## config.mk

```make
export PLATFORM = sky130hd
export DESIGN_NAME = axi_sram_arbiter
export DESIGN_NICKNAME = d
export VERILOG_FILES = /design/src/rtl/axi_sram_arbiter.sv
export SDC_FILE = /design/constraint.sdc
export NUM_CORES = 1
export LEC_CHECK = 0
export CORE_MARGIN = 2
export CORE_UTILIZATION = 43
export DETAILED_ROUTE_END_ITERATION = 8
export GPL_ROUTABILITY_DRIVEN = 0
export PLACE_DENSITY = 0.87
export SLEW_MARGIN = 10
export SYNTH_ARGS = -nofsm -noshare
export SYNTH_HDL_FRONTEND = slang
export SYNTH_SLANG_ARGS = --single-unit
```

## constraint.sdc

```tcl
create_clock -name aclk -period 4.3 [get_ports aclk]
set_clock_uncertainty 0.05 [all_clocks]
set_input_delay 0.86 -clock aclk [delete_from_list [all_inputs] [get_ports aclk]]
set_output_delay 0.86 -clock aclk [all_outputs]
set_load 0.02 [all_outputs]
```

## src/rtl/axi_sram_arbiter.sv

```systemverilog
// Round-robin arbiter sharing one AXI-lite SRAM slave between NREQ simple
// req/we/addr/wdata requesters; one transaction at a time with per-phase timeout.
module axi_sram_arbiter #(
    parameter int unsigned NREQ    = 2,
    parameter int unsigned AW      = 32,
    parameter int unsigned DW      = 32,
    parameter int unsigned TIMEOUT = 16
) (
    input  logic               aclk,
    input  logic               areset_n,
    input  logic [NREQ-1:0]    req,
    input  logic [NREQ-1:0]    we,
    input  logic [NREQ*AW-1:0] addr,
    input  logic [NREQ*DW-1:0] wdata,
    output logic [NREQ-1:0]    gnt,
    output logic [NREQ-1:0]    done,
    output logic [DW-1:0]      rdata,
    output logic               resp,
    output logic               s_wr_en,
    output logic               s_chip_en,
    output logic [AW-1:0]      s_awaddr,
    output logic               s_awvalid,
    input  logic               s_awready,
    output logic [DW-1:0]      s_wdata,
    output logic               s_wvalid,
    input  logic               s_wready,
    output logic [AW-1:0]      s_araddr,
    output logic               s_arvalid,
    input  logic               s_arready,
    input  logic [DW-1:0]      s_rdata,
    input  logic               s_rvalid,
    output logic               s_rready,
    input  logic               s_bvalid,
    input  logic               s_bresp,
    output logic               s_bready
);

    localparam int unsigned IW   = (NREQ > 1) ? $clog2(NREQ) : 1;
    localparam logic [7:0]  TMAX = 8'(TIMEOUT - 1);

    typedef enum logic [2:0] {IDLE, WADDR, WDATA, WRESP, RADDR, RDATA, DONE} state_t;

    state_t          state_q, state_d, hs_next;
    logic [IW-1:0]   rr_q, rr_d, sel;
    logic [NREQ-1:0] gnt_q, gnt_d;
    logic [AW-1:0]   addr_q, addr_d;
    logic [DW-1:0]   wdata_q, wdata_d;
    logic [DW-1:0]   rdata_q, rdata_d;
    logic            resp_q, resp_d;
    logic [7:0]      cnt_q, cnt_d;
    logic            found, wait_hs, hs;
    int unsigned     idx_w;

    logic [AW-1:0]   addr_a  [NREQ];
    logic [DW-1:0]   wdata_a [NREQ];

    for (genvar g = 0; g < NREQ; g++) begin : g_unpack
        assign addr_a[g]  = addr[g*AW +: AW];
        assign wdata_a[g] = wdata[g*DW +: DW];
    end

    always_comb begin
        state_d = state_q;
        rr_d    = rr_q;
        gnt_d   = gnt_q;
        addr_d  = addr_q;
        wdata_d = wdata_q;
        rdata_d = rdata_q;
        resp_d  = resp_q;
        cnt_d   = '0;
        found   = 1'b0;
        wait_hs = 1'b0;
        hs      = 1'b0;
        hs_next = state_q;
        sel     = '0;
        idx_w   = 0;
        unique case (state_q)
            IDLE: begin
                // Search upward from rr+1 with wrap; first hit wins.
                for (int unsigned k = 1; k <= NREQ; k++) begin
                    idx_w = (32'(rr_q) + k) % NREQ;
                    sel   = IW'(idx_w);
                    if (!found && req[sel]) begin
                        found      = 1'b1;
                        gnt_d      = '0;
                        gnt_d[sel] = 1'b1;
                        addr_d     = addr_a[sel];
                        wdata_d    = wdata_a[sel];
                        rr_d       = sel;
                        state_d    = we[sel] ? WADDR : RADDR;
                    end
                end
            end
            WADDR: begin wait_hs = 1'b1; hs = s_awready; hs_next = WDATA; end
            WDATA: begin wait_hs = 1'b1; hs = s_wready;  hs_next = WRESP; end
            WRESP: begin
                wait_hs = 1'b1; hs = s_bvalid; hs_next = DONE;
                if (s_bvalid) resp_d = s_bresp;
            end
            RADDR: begin wait_hs = 1'b1; hs = s_arready; hs_next = RDATA; end
            RDATA: begin
                wait_hs = 1'b1; hs = s_rvalid; hs_next = DONE;
                if (s_rvalid) begin
                    rdata_d = s_rdata;
                    resp_d  = 1'b0;
                end
            end
            DONE: begin
                state_d = IDLE;
                gnt_d   = '0;
            end
            default: state_d = IDLE;
        endcase
        // Shared handshake/timeout handling for every waiting phase.
        if (wait_hs) begin
            if (hs) begin
                state_d = hs_next;
            end else if (cnt_q == TMAX) begin
                state_d = DONE;
                resp_d  = 1'b1;
                rdata_d = '0;
            end else begin
                cnt_d = cnt_q + 8'd1;
            end
        end
    end

    always_ff @(posedge aclk or negedge areset_n) begin
        if (!areset_n) begin
            state_q <= IDLE;
            rr_q    <= IW'(NREQ - 1);
            gnt_q   <= '0;
            addr_q  <= '0;
            wdata_q <= '0;
            rdata_q <= '0;
            resp_q  <= 1'b0;
            cnt_q   <= '0;
        end else begin
            state_q <= state_d;
            rr_q    <= rr_d;
            gnt_q   <= gnt_d;
            addr_q  <= addr_d;
            wdata_q <= wdata_d;
            rdata_q <= rdata_d;
            resp_q  <= resp_d;
            cnt_q   <= cnt_d;
        end
    end

    assign s_awvalid = (state_q == WADDR);
    assign s_wvalid  = (state_q == WDATA);
    assign s_bready  = (state_q == WRESP);
    assign s_arvalid = (state_q == RADDR);
    assign s_rready  = (state_q == RDATA);
    assign s_awaddr  = s_awvalid ? addr_q  : '0;
    assign s_wdata   = s_wvalid  ? wdata_q : '0;
    assign s_araddr  = s_arvalid ? addr_q  : '0;
    assign s_wr_en   = !(s_awvalid || s_wvalid || s_bready);
    assign s_chip_en = (state_q != IDLE);
    assign gnt       = gnt_q;
    assign done      = (state_q == DONE) ? gnt_q : '0;
    assign rdata     = rdata_q;
    assign resp      = resp_q;

endmodule

```

==> results.md <==
- The flow ran to the end, and the final reports show no timing, DRC or antenna violations.
- The first-pass GRT wire length is 28.6 mm.
- Global routing finished with a remaining overflow of 0.
- The endpoint class of the critical path is a primary output.
- Setup repair after global routing left no endpoint under its margin.
- Sorting the synthesized cells by area gives the leading types as sky130_fd_sc_hd__dfrtp_1 47%, sky130_fd_sc_hd__mux2i_1 12%, sky130_fd_sc_hd__a21oi_1 7.4%.
- Prior to clock tree synthesis, the placed netlist has a worst setup slack of 1100 ps.
- The proportion of register bits with asynchronous set or reset after synthesis is 1.00.
- The count of final max-slew check failures is 0.
- The die area is 0.0146 sq mm.
- The worst register-to-register path ends at rdata[12].
- The number of instances in the placed design is 1,076.
- The worst setup slack after layout is 710 ps.
- The width of the die is 121 microns.
- The number of synthesized register bits is 111.
- The average footprint of a synthesized cell is 9.38 sq um.
- For the pin with the worst max-slew slack, the measured transition is 1080 ps.
- In this run, synthesis inferred 0 flip-flops with an integrated enable.
- For the worst setup path, the data arrival time is 2680 ps.
- The count of nets after finishing is 1,084.
- The type of the worst setup path is reg -> out.
- The worst hold path depth is 1.
- The Yosys step of the flow raised 0 warnings.
- The final route contains 5,548 vias.
- The area fraction of the dominant cell type after synthesis is 0.469.
- The synthesized design spends more area on one cell type than any other, namely sky130_fd_sc_hd__dfrtp_1.
- The type of element launching the critical path is a flop.
- The depth of the worst register-to-register path is 6.
- The share of the core filled with cells in the final layout is 0.704.
- After floorplanning, the core was divided into 42 placement rows.
- Setup violations remaining at the end of the flow were counted as 0.
- Yosys instantiated no cell more often than sky130_fd_sc_hd__dfrtp_1.
- The path with the worst hold slack has its endpoint at cnt_q[0].
- The post-route antenna net violation count is 0.
- The CTS H-tree depth is 3.
- In the routed design, unresolved DRC markers number 0.
- Buffers placed on the I/O ports in this run total 311.
- The half-perimeter wire length after detailed placement is 14.1 mm.
- The net count of the mapped netlist is 798.
- The largest driver fanout on the critical path is 35.
- The post-cts resize count is 0.
- The post-synthesis instance area is 0.00586 sq mm.
- After detailed placement, the total cell area comes to 0.00901 sq mm.
- For this configuration, the core starts out at a cell density of 0.441.
- In this run the worst setup path begins at state_q[2].
- The peak supply drop is 0.426 mV.
- The die height is 121 microns.
- After clock tree synthesis, the clock-pin slew on the worst setup and hold paths is 70 ps.
- The core region is 0.0133 sq mm.
- The pre-antenna-repair detailed-routing pass consisted of 4 iterations.
- TritonCTS built the clock tree.
- The number of failing hold endpoints at the final stage was 0.
- The analysis attributes to cell leakage a power of 4.07 nW.
- In this run the count of I/O pins placed on the die edge is 312.
- The distinct cell type count of the synthesized netlist is 42.
- In this run the critical register-to-register path is launched from state_q[2].
- The sum of negative setup slack is 0 ps.
- After routing the design area is 0.00936 sq mm.
- By count the netlist is led by 110 x sky130_fd_sc_hd__dfrtp_1, 87 x sky130_fd_sc_hd__a21oi_1, 79 x sky130_fd_sc_hd__nor2_1.
- The final critical-path share of the clock period is 0.835.
- For this run, the leading register cell type out of synthesis is sky130_fd_sc_hd__dfrtp_1.
- The number of buffers between clock root and the deepest sink is 2.
- The pin count of the biggest net entering global routing is 71.
- The critical path required time is 3390 ps.
- Buffers inserted during clock tree synthesis total 9.
- The relative max-transition margin is 0.281.
- For this run, the total global-route usage over all layers was measured as 0.254.
- The worst hold path belongs to the class reg -> reg.
- The clock drives 111 sinks.
- The maximum clock frequency is 279 MHz.
- The root cell of the clock tree is sky130_fd_sc_hd__clkbuf_16.
- The post-route minimum period is 3590 ps.
- Of the cells placed in the final design, the portion with a size suffix greater than 1 is 0.0524.
- For the worst-skew pair, the clock arrives at the later sink with an insertion delay of 350 ps.
- The repair_antennas step left the layout with diodes totalling 0.
- The max-capacitance violation count is 0.
- The number of global-route vias before repair is 5,441.
- In this run the most critical hold path is launched from cnt_q[0].
- Of the synthesized area, sequential elements account for 0.474.
- The gate count of the mapped netlist is 625.
- The worst register-to-register path has a setup slack of 2030 ps.
- The number of antenna violations at the first check in global routing is 0.
- The number of standard cells in the final layout excluding fillers is 1,092.
- The routed design has 18.6 mm of wire.
- Hold repair after CTS inserted 0 buffers.
- The number of buffers added for setup after CTS is 0.
- The detailed router finished its first iteration with 363 violations.
- In this run the power density over the cells is 659 mW/mm^2.
- Dividing the detail-routed wire length by the instance count gives 17.1 microns.
- Relative to the synthesized area, the layout overhead comes to 59.6%.
- Using the TritonRoute via totals, the vias-per-cell ratio works out to 5.08.
## cell usage in the layout, fill, tap and decap left out, types with 3 or more instances in the layout
| cell type | instances |
|---|---|
| sky130_fd_sc_hd__a211o_1 | 3 |
| sky130_fd_sc_hd__nand2b_1 | 4 |
| sky130_fd_sc_hd__mux2i_1 | 68 |
| sky130_fd_sc_hd__a21oi_1 | 87 |
| sky130_fd_sc_hd__dfrtp_1 | 110 |
| sky130_fd_sc_hd__inv_1 | 6 |
| sky130_fd_sc_hd__clkdlybuf4s50_1 | 310 |
| sky130_fd_sc_hd__nor2_1 | 79 |
| sky130_fd_sc_hd__xor2_1 | 3 |
| sky130_fd_sc_hd__clkinvlp_4 | 3 |
| sky130_fd_sc_hd__buf_4 | 11 |
| sky130_fd_sc_hd__nand3_1 | 4 |
| sky130_fd_sc_hd__clkbuf_16 | 9 |
| sky130_fd_sc_hd__nand2_1 | 66 |
| sky130_fd_sc_hd__and2_1 | 68 |
| sky130_fd_sc_hd__bufinv_16 | 3 |
| sky130_fd_sc_hd__xnor2_1 | 3 |
| sky130_fd_sc_hd__and3_1 | 35 |
| sky130_fd_sc_hd__a21oi_2 | 10 |
## logic make-up after synthesis
| kind of cell | Yosys count | share of synthesized area |
|---|---|---|
| xor gates and xnor gates | 6 | 0.00896 |
| buffers and inverters | 55 | 0.0546 |
| DFF | 111 | 0.474 |
| AOI/OAI and AO/OA | 119 | 0.121 |
| adders and majority gates | 2 | 0.00405 |
| and+or+nand+nor | 264 | 0.221 |
| muxes | 68 | 0.116 |
## worst max path at each step
| stage | endpoint | slack, ps | cells after the start |
|---|---|---|---|
| 3_3_place_gp | s_araddr[30] | 1170 | 3 |
| 2_1_floorplan | s_awaddr[22] | 1930 | 4 |
| 5_1_grt | s_araddr[28] | 420 | 3 |
| 3_5_place_dp | s_araddr[23] | 1100 | 3 |
| 4_1_cts | s_araddr[23] | 710 | 3 |
| 6_report | s_araddr[23] | 710 | 3 |
## report_power, final
group / total (W) / internal [W] / leakage, nW / switching, W
Clock: 0.000962 / 0.000571 / 0.158 / 0.000392
Sequential: 0.00185 / 0.00152 / 1.30 / 0.000325
Combinational: 0.00336 / 0.00159 / 2.61 / 0.00177
## state kept, by name (all words and copies together) (netlist names)
| name | count |
|---|---|
| addr_q | 32 |
| cnt_q | 8 |
| gnt | 2 |
| rdata | 32 |
| resp | 1 |
| rr_q | 1 |
| state_q | 3 |
| wdata_q | 32 |
## stage by stage
| stage | hold WS, ps | total power, W |
|---|---|---|
| 3_3_place_gp | 393 | 0.00513 |
| 5_1_grt | 432 | 0.00656 |
| 3_5_place_dp | 397 | 0.00524 |
| 6_report | 404 | 0.00617 |
| 4_1_cts | 407 | 0.00621 |
| 2_1_floorplan | 375 | 0.00382 |
## metal layers
| metal | vias to the layer above | wire (microns) | track usage |
|---|---|---|---|
| li1 | 2672 | - | - |
| met3 | 35 | 1280 | 0.0670 |
| met5 | - | 0 | 0 |
| met1 | 2617 | 7100 | 0.287 |
| met4 | 0 | 504 | 0.0930 |
| met2 | 224 | 9750 | 0.460 |
## worst max-delay path, stage by stage (launching register included)
cell	delay (ps)
sky130_fd_sc_hd__dfrtp_1	590
sky130_fd_sc_hd__and3_1	880
sky130_fd_sc_hd__and2_1	230
sky130_fd_sc_hd__clkdlybuf4s50_1	600
## layout make-up
type / count / area (sq um)
clock buffers: 9 / 225
clock inverters: 7 / 121
fillers: 1021 / 3940
inverters: 8 / 30.0
multi-input cells: 459 / 2780
flip-flops and latches: 111 / 2780
well taps: 176 / 220
repair buffers: 322 / 3210
Power figures use the tool's default switching activity.
